$ cat src/rtl/imem_loader_pkg.sv
// ============================================================================
// Module      : imem_loader_pkg
// Description : Shared types and constants for the serial instruction-memory
//               boot loader (loader FSM states, receiver states, image format).
// Revision    : 1.0 - initial release
// ============================================================================
`default_nettype none

package imem_loader_pkg;

    // Loader FSM. CHECK is only reachable when the checksum option is built in.
    typedef enum logic [2:0] {
        ST_CNT_LO = 3'd0,
        ST_CNT_HI = 3'd1,
        ST_LOAD   = 3'd2,
        ST_CHECK  = 3'd3,
        ST_RUN    = 3'd4,
        ST_ERR    = 3'd5
    } loader_state_t;

    // UART receiver frame states.
    typedef enum logic [1:0] {
        RX_IDLE  = 2'd0,
        RX_START = 2'd1,
        RX_DATA  = 2'd2,
        RX_STOP  = 2'd3
    } rx_state_t;

    // Image header: little-endian 16-bit word count.
    localparam int unsigned HDR_BYTES            = 2;
    // Payload words are sent as four little-endian bytes.
    localparam int unsigned BYTES_PER_WORD       = 4;
    // 50 MHz system clock, 115200 baud.
    localparam int unsigned DEFAULT_CLKS_PER_BIT = 434;

endpackage

`default_nettype wire

$ cat src/rtl/imem_loader_uart_rx.sv
// ============================================================================
// Module      : uart_rx
// Description : 8N1 UART receiver. Two-flop synchronizer, start-bit glitch
//               rejection at half a bit, centre sampling of data and stop
//               bits. Emits a one-cycle byte_valid_o or frame_err_o per frame.
// Revision    : 1.0 - initial release
// ============================================================================
`default_nettype none

module uart_rx
    import imem_loader_pkg::*;
#(
    parameter int unsigned CLKS_PER_BIT = DEFAULT_CLKS_PER_BIT
) (
    input  logic       clk,
    input  logic       rst_n,
    input  logic       rx_i,
    output logic [7:0] byte_o,
    output logic       byte_valid_o,
    output logic       frame_err_o
);

    localparam int unsigned CW = $clog2(CLKS_PER_BIT);
    localparam logic [CW-1:0] c_HALF_M1 = CW'(CLKS_PER_BIT / 2 - 1);
    localparam logic [CW-1:0] c_FULL_M1 = CW'(CLKS_PER_BIT - 1);

    logic          sync1_q, sync2_q, prev_q;
    rx_state_t     state_q, state_d;
    logic [CW-1:0] cnt_q, cnt_d;
    logic [2:0]    bit_q, bit_d;
    logic [7:0]    shift_q, shift_d;
    logic          valid_q, valid_d;
    logic          ferr_q, ferr_d;

    // Synchronize rx and keep the previous synchronized level for edge detection.
    always_ff @(posedge clk or negedge rst_n) begin
        if (!rst_n) begin
            sync1_q <= 1'b1;
            sync2_q <= 1'b1;
            prev_q  <= 1'b1;
        end else begin
            sync1_q <= rx_i;
            sync2_q <= sync1_q;
            prev_q  <= sync2_q;
        end
    end

    // Frame state, sample timer, bit counter and output strobes.
    always_ff @(posedge clk or negedge rst_n) begin
        if (!rst_n) begin
            state_q <= RX_IDLE;
            cnt_q   <= '0;
            bit_q   <= '0;
            shift_q <= '0;
            valid_q <= 1'b0;
            ferr_q  <= 1'b0;
        end else begin
            state_q <= state_d;
            cnt_q   <= cnt_d;
            bit_q   <= bit_d;
            shift_q <= shift_d;
            valid_q <= valid_d;
            ferr_q  <= ferr_d;
        end
    end

    // Next-state: each sample point is one full bit after the previous one,
    // the first being half a bit after the falling edge.
    always_comb begin
        state_d = state_q;
        cnt_d   = cnt_q;
        bit_d   = bit_q;
        shift_d = shift_q;
        valid_d = 1'b0;
        ferr_d  = 1'b0;
        unique case (state_q)
            RX_IDLE: begin
                cnt_d = '0;
                if (prev_q && !sync2_q) begin
                    state_d = RX_START;
                end
            end
            RX_START: begin
                if (cnt_q == c_HALF_M1) begin
                    cnt_d   = '0;
                    bit_d   = '0;
                    // A start bit that is high again at its centre was a glitch.
                    state_d = sync2_q ? RX_IDLE : RX_DATA;
                end else begin
                    cnt_d = cnt_q + 1'b1;
                end
            end
            RX_DATA: begin
                if (cnt_q == c_FULL_M1) begin
                    cnt_d   = '0;
                    shift_d = {sync2_q, shift_q[7:1]};
                    if (bit_q == 3'd7) begin
                        state_d = RX_STOP;
                    end else begin
                        bit_d = bit_q + 1'b1;
                    end
                end else begin
                    cnt_d = cnt_q + 1'b1;
                end
            end
            RX_STOP: begin
                if (cnt_q == c_FULL_M1) begin
                    cnt_d   = '0;
                    state_d = RX_IDLE;
                    valid_d = sync2_q;
                    ferr_d  = !sync2_q;
                end else begin
                    cnt_d = cnt_q + 1'b1;
                end
            end
            default: state_d = RX_IDLE;
        endcase
    end

    assign byte_o       = shift_q;
    assign byte_valid_o = valid_q;
    assign frame_err_o  = ferr_q;

endmodule

`default_nettype wire

$ cat src/rtl/imem_loader.sv
// ============================================================================
// Module      : imem_loader
// Description : UART boot loader. Receives a word count and a little-endian
//               program image, writes it into instruction memory one word at
//               a time, and holds the core in reset until the image is
//               complete. Protocol errors park the loader in ERR.
//               Optional trailing XOR checksum: define IMEM_LOADER_CHECKSUM_EN.
// Revision    : 1.0 - initial release
// ============================================================================
`default_nettype none

module imem_loader
    import imem_loader_pkg::*;
#(
    parameter int unsigned CLKS_PER_BIT = DEFAULT_CLKS_PER_BIT,
    parameter int unsigned DEPTH        = 64
) (
    input  logic                     clk,
    input  logic                     reset,
    input  logic                     rx,
    output logic                     imem_we,
    output logic [$clog2(DEPTH)-1:0] imem_waddr,
    output logic [31:0]              imem_wdata,
    output logic                     cpu_reset,
    output logic                     done,
    output logic                     error,
    output logic [15:0]              loaded_words
);

    localparam int unsigned AW = $clog2(DEPTH);
    localparam logic [15:0]   c_DEPTH16    = 16'(DEPTH);
    localparam logic [AW-1:0] c_LAST_ADDR  = AW'(DEPTH - 1);
    localparam logic [1:0]    c_LAST_BYTE  = 2'(BYTES_PER_WORD - 1);

    logic [7:0]    rx_byte;
    logic          rx_valid;
    logic          rx_ferr;

    loader_state_t state_q, state_d;
    logic [15:0]   cnt_q, cnt_d;
    logic [23:0]   shift_q, shift_d;
    logic [1:0]    idx_q, idx_d;
    logic          we_q, we_d;
    logic [AW-1:0] waddr_q, waddr_d;
    logic [31:0]   wdata_q, wdata_d;
    logic [15:0]   loaded_q, loaded_d;
    logic [15:0]   w_count;
`ifdef IMEM_LOADER_CHECKSUM_EN
    logic [7:0]    csum_q, csum_d;
`endif

    uart_rx #(
        .CLKS_PER_BIT (CLKS_PER_BIT)
    ) u_rx (
        .clk          (clk),
        .rst_n        (reset),
        .rx_i         (rx),
        .byte_o       (rx_byte),
        .byte_valid_o (rx_valid),
        .frame_err_o  (rx_ferr)
    );

    // Full word count as it becomes known on the high count byte.
    assign w_count = {rx_byte, cnt_q[7:0]};

    // Loader state and datapath registers.
    always_ff @(posedge clk or negedge reset) begin
        if (!reset) begin
            state_q  <= ST_CNT_LO;
            cnt_q    <= '0;
            shift_q  <= '0;
            idx_q    <= '0;
            we_q     <= 1'b0;
            waddr_q  <= '0;
            wdata_q  <= '0;
            loaded_q <= '0;
`ifdef IMEM_LOADER_CHECKSUM_EN
            csum_q   <= '0;
`endif
        end else begin
            state_q  <= state_d;
            cnt_q    <= cnt_d;
            shift_q  <= shift_d;
            idx_q    <= idx_d;
            we_q     <= we_d;
            waddr_q  <= waddr_d;
            wdata_q  <= wdata_d;
            loaded_q <= loaded_d;
`ifdef IMEM_LOADER_CHECKSUM_EN
            csum_q   <= csum_d;
`endif
        end
    end

    // Next-state: header decode, word assembly, write strobe and bookkeeping.
    always_comb begin
        state_d  = state_q;
        cnt_d    = cnt_q;
        shift_d  = shift_q;
        idx_d    = idx_q;
        we_d     = 1'b0;
        waddr_d  = waddr_q;
        wdata_d  = wdata_q;
        loaded_d = loaded_q;
`ifdef IMEM_LOADER_CHECKSUM_EN
        csum_d   = csum_q;
`endif

        // Address/count advance in the cycle after the strobe; the address
        // holds at the last location rather than wrapping.
        if (we_q) begin
            loaded_d = loaded_q + 16'd1;
            if (waddr_q != c_LAST_ADDR) begin
                waddr_d = waddr_q + 1'b1;
            end
        end

        unique case (state_q)
            ST_CNT_LO: begin
                if (rx_valid) begin
                    cnt_d[7:0] = rx_byte;
                    state_d    = ST_CNT_HI;
                end
            end
            ST_CNT_HI: begin
                if (rx_valid) begin
                    cnt_d[15:8] = rx_byte;
                    // Oversized counts are rejected before any write happens.
                    if ((w_count != 16'd0) && (w_count <= c_DEPTH16)) begin
                        state_d = ST_LOAD;
                    end else begin
                        state_d = ST_ERR;
                    end
                end
            end
            ST_LOAD: begin
                if (rx_valid) begin
                    shift_d = {rx_byte, shift_q[23:8]};
                    idx_d   = idx_q + 1'b1;
`ifdef IMEM_LOADER_CHECKSUM_EN
                    csum_d  = csum_q ^ rx_byte;
`endif
                    if (idx_q == c_LAST_BYTE) begin
                        we_d    = 1'b1;
                        wdata_d = {rx_byte, shift_q};
                    end
                end
                if (we_q && ((loaded_q + 16'd1) == cnt_q)) begin
`ifdef IMEM_LOADER_CHECKSUM_EN
                    state_d = ST_CHECK;
`else
                    state_d = ST_RUN;
`endif
                end
            end
`ifdef IMEM_LOADER_CHECKSUM_EN
            ST_CHECK: begin
                if (rx_valid) begin
                    state_d = (rx_byte == csum_q) ? ST_RUN : ST_ERR;
                end
            end
`endif
            ST_RUN: begin
                state_d = ST_RUN;
            end
            ST_ERR: begin
                state_d = ST_ERR;
            end
            default: state_d = ST_ERR;
        endcase

        // A broken frame aborts everything except a completed load.
        if (rx_ferr && (state_q != ST_RUN)) begin
            state_d = ST_ERR;
            we_d    = 1'b0;
        end
    end

    assign imem_we      = we_q;
    assign imem_waddr   = waddr_q;
    assign imem_wdata   = wdata_q;
    assign cpu_reset    = (state_q != ST_RUN);
    assign done         = (state_q == ST_RUN);
    assign error        = (state_q == ST_ERR);
    assign loaded_words = loaded_q;

endmodule

`default_nettype wire
$ cat config.mk
export PLATFORM = sky130hd
export DESIGN_NAME = imem_loader
export DESIGN_NICKNAME = d
export VERILOG_FILES = /design/src/rtl/imem_loader_pkg.sv /design/src/rtl/imem_loader_uart_rx.sv /design/src/rtl/imem_loader.sv
export SDC_FILE = /design/constraint.sdc
export NUM_CORES = 1
export LEC_CHECK = 0
export CELL_PAD_IN_SITES_DETAIL_PLACEMENT = 0
export CELL_PAD_IN_SITES_GLOBAL_PLACEMENT = 1
export CORE_AREA = 5 5 120 122
export CTS_CLUSTER_SIZE = 25
export DETAILED_ROUTE_END_ITERATION = 8
export DIE_AREA = 0 0 125 127
export GPL_TIMING_DRIVEN = 0
export PLACE_DENSITY = 0.84
export SYNTH_ARGS = -nofsm -noshare
export SYNTH_HDL_FRONTEND = slang
export SYNTH_HIERARCHICAL = 1
export SYNTH_SLANG_ARGS = --single-unit
$ cat constraint.sdc
create_clock -name clk -period 3.19 [get_ports clk]
set_clock_uncertainty 0.2 [all_clocks]
set_input_delay 0.319 -clock clk [delete_from_list [all_inputs] [get_ports clk]]
set_output_delay 0.319 -clock clk [all_outputs]
set_load 0.01 [all_outputs]
==> results.ini, run 1 <==
[run_status]
status = completed

[setup_path]
path_max_fanout = 8
cp-end-kind = flop
path_cells = ha_1 > and3_1 > buf_2 > and4_4 > a211oi_1 > o22ai_1 > nor4_2 > o21a_1
worst_ep_required_time_ps = 3330
crit_type = reg -> reg
crit_start = loaded_words[0]
critPathSlowestCell = dfrtp_1
max_stage_delay_ps = 480
crit_arrival_ps = 2730
r2r-start = loaded_words[0]
start_kind = flop

[power_and_ir_drop]
p_leak_uw = 0.003484
pwr-share-seq_pct = 45.7
combinationalPowerShare_pct = 4.6
clock_power_share_pct = 49.7
swShare_pct = 23.72
irDropWorstVdd_v = 0.0003690
intPower_uw = 2803
fin_total_pwr_uw = 3675
power_density_mw_per_mm2 = 499.4
power_switching_uw = 871.7

[yosys]
ys_seq_area_share_pct = 53.59
synth_most_common_cell = dfrtp_1
ys_ff_latch = 127
synthTopCellsByArea = dfrtp_1 (52%), mux2_2 (9.5%), mux2_1 (6.3%), xnor2_1 (4.3%), xor2_1 (2.5%)
synth_edf_count = 0
yosys_warnings = 6
synth_common_cells = dfrtp_1 (124), mux2_2 (50), mux2_1 (33), xnor2_1 (29), nor2_1 (24)
synth_largest_area_cell = dfrtp_1
synth_area_sq_mm = 0.005937
synth_flop_cell = dfrtp_1
async_flop_share_pct = 100.0
syn_area_per_cell_sq_um = 12.50
netlist_instances = 475
yosysUniqueCellTypes = 60
synth.net_count = 486
synth_top_area_share_pct = 52.27

[die]
die_area_sq_mm = 0.01588
coreArea_sq_mm = 0.01309
die_h_um = 127
start_util_pct = 45.37
die_w_um = 125
io_pins = 61
rows = 42

[global_routing]
grt_usage_pct = 16.24
grt_max_degree = 106
busiest_layer = met2
met3_usage_pct = 4.090
use_met1_pct = 21.42
met2_usage_pct = 26.23
antenna_found_initial = 0
grt_pass1_wl_mm = 21.00
grt_overflow = 0
grt_pass1_vias = 4148

[placement]
portBuffers = 60
gp_congestion = 0.8512
hpwl_mm = 8.402
placed_cells = 712
dpl-instance-area_sq_mm = 0.006787

[worst_hold_path]
hold_start = rx
hp-class = in -> reg

[job]
max_cap_violations = 0

[drt]
antenna_left = 0
dr.pass1.iters = 5
vias = 3962
drc = 0
drt-initial-drc-count = 305
wl_per_cell_um = 16.31
drt-total-wl_mm = 12.15
avgViaCountPerCell = 5.318

[timing]
rsz0062_at_grt = false
tightest_slew_ps = 666.2
fmax_mhz = 387.2
final.setup.tns_ps = 0
finalHoldViolCount = 0
min_period_over_period_pct = 80.96
period_minus_slack_ps = 2583
setup_viol = 0
slew_headroom_pct = 55.39
drv_slew = 0

[clock_tree]
ctsRootBufferMaster = clkbuf_16
clock-sinks = 127
clock_path_buffers = 2
clock_latency_ps = 420
post_cts_resized = 0
post-cts-setup-buffers = 0
postCtsHoldBufs = 1
h-tree-depth = 4
cts_tree = yes
clk_pin_slew_worst_paths_ps = 60
cts_inserted_buffers = 17

[final_layout]
area_growth_pct = 23.96
finalInstanceArea_sq_mm = 0.007360
diodes = 0
drive_gt1_share_pct = 21.09
nFillCells = 1085
multi_input_area_sq_mm = 0.002570
layout.nets = 567
seq_area_sq_mm = 0.003182
finalNonFillerCells = 745

==> flip-flops by register name, summed over array words and instances (netlist names), named ones only <==
register	count
imem_wdata	32
shift_q	24
cnt_q	16
loaded_words	16
u_rx/cnt_q	9
u_rx/byte_o	8
imem_waddr	6
state_q	3
u_rx/bit_q	3
idx_q	2
imem_we	1
u_rx/byte_valid_o	1
u_rx/frame_err_o	1
u_rx/prev_q	1
u_rx/state_q	1
u_rx/sync1_q	1
u_rx/sync2_q	1
==> stage by stage <==
stage | utilization, % | worst slack, ps | hold slack, ps
floorplan | - | 877.3 | -176.6
global placement | 51.64 | -3183 | 146.4
detailed placement | 51.86 | 608.3 | -11.57
CTS | 56.24 | 569.5 | 95.32
global route | 56.24 | 457.8 | 99.81
finish | 56.24 | 607.4 | 107.7
==> cells by family (layout without fill, tap and decap cells) <==
group | after synthesis | after routing | share of synthesized area [%]
buffers and inverters | 34 | 128 | 3.119
xor gates and xnor gates | 47 | 47 | 7.165
adders and majority gates | 8 | 8 | 1.686
muxes | 86 | 86 | 16.33
and+or+nand+nor | 123 | 123 | 12.41
DFF | 127 | 127 | 53.59
AOI/OAI and AO/OA | 50 | 50 | 5.690
==> power by group through the flow <==
stage	clock (uW)	combinational, uW	sequential, uW
2_1_floorplan	0	111	1700
3_3_place_gp	0	161	1710
3_5_place_dp	0	171	1710
4_1_cts	1860	173	1680
5_1_grt	1930	195	1690
6_report	1830	168	1680
==> worst paths after layout <==
check	to	slack (ps)	cells after the start
setup / recovery	state_q[2]	610	8
max in group asynchronous	u_rx/prev_q	1900	3
setup reg to reg	state_q[2]	610	8
hold reg to reg	u_rx/sync2_q	160	0
min in group asynchronous	imem_waddr[4]	130	2
hold / removal	u_rx/sync1_q	110	1
==> cell type report <==
cell class,instances,share of cell area (%)
tap,176,2.992
sequential,127,43.23
buffer,24,2.006
timing repair buffer,62,8.688
clock buffer,19,5.882
clock inverter,13,1.768
inverter,10,0.5100
multi-input combinational,314,34.92
==> critical path: cells and delay by family (launching register included) <==
family          cells  cell delay [ps]
simple gates        3              800
fa+ha+maj           1              320
flops               1              480
buf+inv             1              170
compound gates      3              560
==> layer usage <==
| metal | up-vias | routed length (um) |
|---|---|---|
| met4 | 0 | 181 |
| met3 | 16 | 459 |
| met1 | 1996 | 5605 |
| met5 | - | 0 |
| li1 | 1871 | - |
| met2 | 79 | 5903 |
==> placed cells by master (no fill, tap or decap), types with 5 or more instances in the layout <==
cell type / synthesis / routed
clkbuf_16: 0 / 17
clkdlybuf4s50_1: 0 / 59
nand2_1: 17 / 17
nand3_1: 18 / 18
nand4_1: 13 / 13
xnor2_1: 29 / 29
buf_4: 5 / 5
nor2b_1: 5 / 5
and3_1: 5 / 5
o22ai_1: 5 / 5
buf_2: 13 / 13
nor2_1: 24 / 24
mux2_1: 33 / 33
nor3_1: 11 / 11
o21ai_0: 6 / 6
ha_1: 8 / 8
clkbuf_1: 3 / 5
mux2_2: 50 / 50
a21oi_1: 9 / 9
inv_6: 0 / 5
xor2_1: 17 / 17
dfrtp_1: 124 / 124
inv_1: 10 / 10
Power figures use the tool's default switching activity.
==> run 2, diff against run 1 <==
- CORE_AREA: 5 5 120 122 -> 5 5 125 127
- DIE_AREA: 0 0 125 127 -> 0 0 130 132
- PLACE_DENSITY: 0.84 -> 0.82
- clock period: 3.19 -> 2.1 ns (I/O delays scaled with it)
==> run 2 against run 1 <==
Against the previous run:
- the run now ends with negative setup slack left
- maximum frequency rose by 20%
- total power rose by 59%
- global-route usage fell by 0.59 points
- clock power rose by 65%
- sequential power rose by 52%
- combinational power rose by 57%
- register-to-register slack got worse by 660 ps
- via count rose by 1.8%
- final cell count rose by 3.2%
- die area rose by 8.1%
==> results.ini, run 2 (synthesis results as in run 1) <==
[power_and_ir_drop]
combinationalPowerShare_pct = 4.5  ; was 4.6%
pwr-share-seq_pct = 43.7  ; was 45.7%
p_leak_uw = 0.003618  ; was 0.003484 uW
swShare_pct = 22.40  ; was 23.72%
power_density_mw_per_mm2 = 751.0  ; was 499.4 mW/mm^2
power_switching_uw = 1307  ; was 871.7 uW
intPower_uw = 4529  ; was 2803 uW
clock_power_share_pct = 51.8  ; was 49.7%
irDropWorstVdd_v = 0.0008078  ; was 0.0003690 V

[placement]
dpl-instance-area_sq_mm = 0.006829  ; was 0.006787 sq mm
gp_congestion = 0.8450  ; was 0.8512
hpwl_mm = 8.436  ; was 8.402 mm
placed_cells = 720  ; was 712
portBuffers = 60  ; unchanged

[final_layout]
layout.nets = 583  ; was 567
finalNonFillerCells = 769  ; was 745
drive_gt1_share_pct = 28.72  ; was 21.09%
nFillCells = 1214  ; was 1,085
final_util_pct = 54.29  ; was 56.24%
finalInstanceArea_sq_mm = 0.007771  ; was 0.007360 sq mm
final_common_cell = dfrtp_1  ; unchanged
diodes = 0  ; unchanged
largest_register_ffs = 32  ; unchanged
area_growth_pct = 30.90  ; was 23.96%
mostFrequentLayoutCells = dfrtp_1 (118), clkdlybuf4s50_1 (56), mux2_2 (50)  ; was dfrtp_1 (124), clkdlybuf4s50_1 (59), mux2_2 (50)

[worst_hold_path]
hp-class = in -> async  ; was in -> reg

[drt]
drt-total-wl_mm = 12.84  ; was 12.15 mm
drc = 0  ; unchanged
avgViaCountPerCell = 5.246  ; was 5.318
wl_per_cell_um = 16.70  ; was 16.31 um
drt-initial-drc-count = 351  ; was 305
vias = 4034  ; was 3,962
dr.pass1.iters = 6  ; was 5
antenna_left = 0  ; unchanged

[global_routing]
use_met1_pct = 19.92  ; was 21.42%
busiest_layer = met2  ; unchanged
grt_pass1_wl_mm = 21.23  ; was 21.00 mm
antenna_found_initial = 0  ; unchanged
met2_usage_pct = 25.19  ; was 26.23%
grt_pass1_vias = 4132  ; was 4,148
grt_usage_pct = 15.65  ; was 16.24%
grt_max_degree = 77  ; was 106
met3_usage_pct = 4.660  ; was 4.090%
grt_overflow = 0  ; unchanged

[die]
die_h_um = 132  ; was 127 um
rows = 44  ; was 42
io_pins = 61  ; unchanged
coreArea_sq_mm = 0.01431  ; was 0.01309 sq mm
start_util_pct = 41.48  ; was 45.37%
die_w_um = 130  ; was 125 um
die_area_sq_mm = 0.01716  ; was 0.01588 sq mm

[setup_path]
crit_start = loaded_words[6]  ; was loaded_words[0]
crit_type = reg -> reg  ; unchanged
critPathSlowestCell = dfrtp_1  ; unchanged
r2r-start = loaded_words[6]  ; was loaded_words[0]
crit_arrival_ps = 2240  ; was 2730 ps
path_max_fanout = 8  ; unchanged
reg2reg_depth = 6  ; was 8
start_kind = flop  ; unchanged
r2r_slack_ps = -50  ; was 610 ps
path_cells = and3_4 > a32oi_1 > nor3_1 > nand4_1 > nor4_4 > a21oi_1  ; was ha_1 > and3_1 > buf_2 > and4_4 > a211oi_1 > o22ai_1 > nor4_2 > o21a_1
cp_num_cells = 6  ; was 8
critPathCapture = state_q[1]  ; was state_q[2]
max_stage_delay_ps = 510  ; was 480 ps
cp_top_family = simple AND/OR/NAND/NOR gates  ; unchanged
worstReg2RegEnd = state_q[1]  ; was state_q[2]
cp_num_buf_inv = 0  ; was 1
worst_ep_required_time_ps = 2190  ; was 3330 ps
cp-end-kind = flop  ; unchanged

[timing]
period_minus_slack_ps = 2153  ; was 2583 ps
drv_slew = 0  ; unchanged
rsz0062_at_grt = true  ; was false
setup_viol = 3  ; was 0
fmax_mhz = 464.6  ; was 387.2 MHz
slew_headroom_pct = 56.42  ; was 55.39%
tightest_slew_ps = 650.9  ; was 666.2 ps
setup_slack_ps = -52.53  ; was 607.4 ps
finalHoldViolCount = 0  ; unchanged
min_period_over_period_pct = 102.5  ; was 80.96%

[clock_tree]
clock_latency_ps = 410  ; was 420 ps
clock-sinks = 127  ; unchanged
ctsRootBufferMaster = clkbuf_16  ; unchanged
clk_pin_slew_worst_paths_ps = 50  ; was 60 ps
cts_tree = yes  ; unchanged
h-tree-depth = 4  ; unchanged
clock_path_buffers = 2  ; unchanged
cts_inserted_buffers = 17  ; unchanged

[run_status]
violations = negative setup slack
status = finished with violations  ; was completed

[job]
max_cap_violations = 0  ; unchanged

==> run 2: worst min path at each step <==
stage                     to  cells after the start
3_3_place_gp    u_rx/sync2_q                      0
5_1_grt        imem_waddr[4]                      2
2_1_floorplan       cnt_q[0]                      0
3_5_place_dp   imem_waddr[4]                      1
4_1_cts        imem_waddr[4]                      2
6_report       imem_waddr[4]                      2
==> run 2: power groups by stage <==
stage	Combinational, uW	Sequential (uW)	Clock (uW)
after floorplan	168	2580	0
final	263	2550	3020
after global placement	246	2590	0
after CTS	273	2550	3090
after global routing	298	2560	3200
after detailed placement	267	2590	0
==> run 2: layout make-up <==
cell class	count	area, sq um	area share, %
flip-flops and latches	127	3189	41.04
multi-input cells	314	2756	35.47
repair buffers	85	827.0	10.64
clock buffers	22	454.2	5.844
well taps	184	230.2	2.962
clock inverters	10	151.4	1.948
plain buffers	17	125.1	1.610
inverters	10	37.54	0.4830
==> run 2: routing by layer <==
| layer | vias up | share of wire, % |
|---|---|---|
| met5 | - | 0 |
| met4 | 0 | 1.4 |
| met3 | 16 | 4.5 |
| met2 | 86 | 50 |
| met1 | 2036 | 44 |
| li1 | 1896 | - |
==> run 2: repair_timing <==
item,in CTS,in global routing
buffers inserted,8,14
gates resized for setup,27,23
hold buffers,2,0
endpoints found under the setup margin,58,19
hold endpoints to repair,55,0
pin swaps,9,10
==> run 2: per-stage QoR <==
step / hold slack (ps) / setup TNS [ps] / worst slack, ps / power [uW]
floorplan: -285.6 / 0 / 0.7390 / 2748
global placement: 146.4 / -537310 / -4641 / 2838
detailed placement: -10.31 / -10190 / -317.2 / 2861
CTS: 123.1 / -131.9 / -75.95 / 5909
global route: 148.1 / -258.6 / -100.6 / 6051
finish: 110.7 / -84.86 / -52.53 / 5836
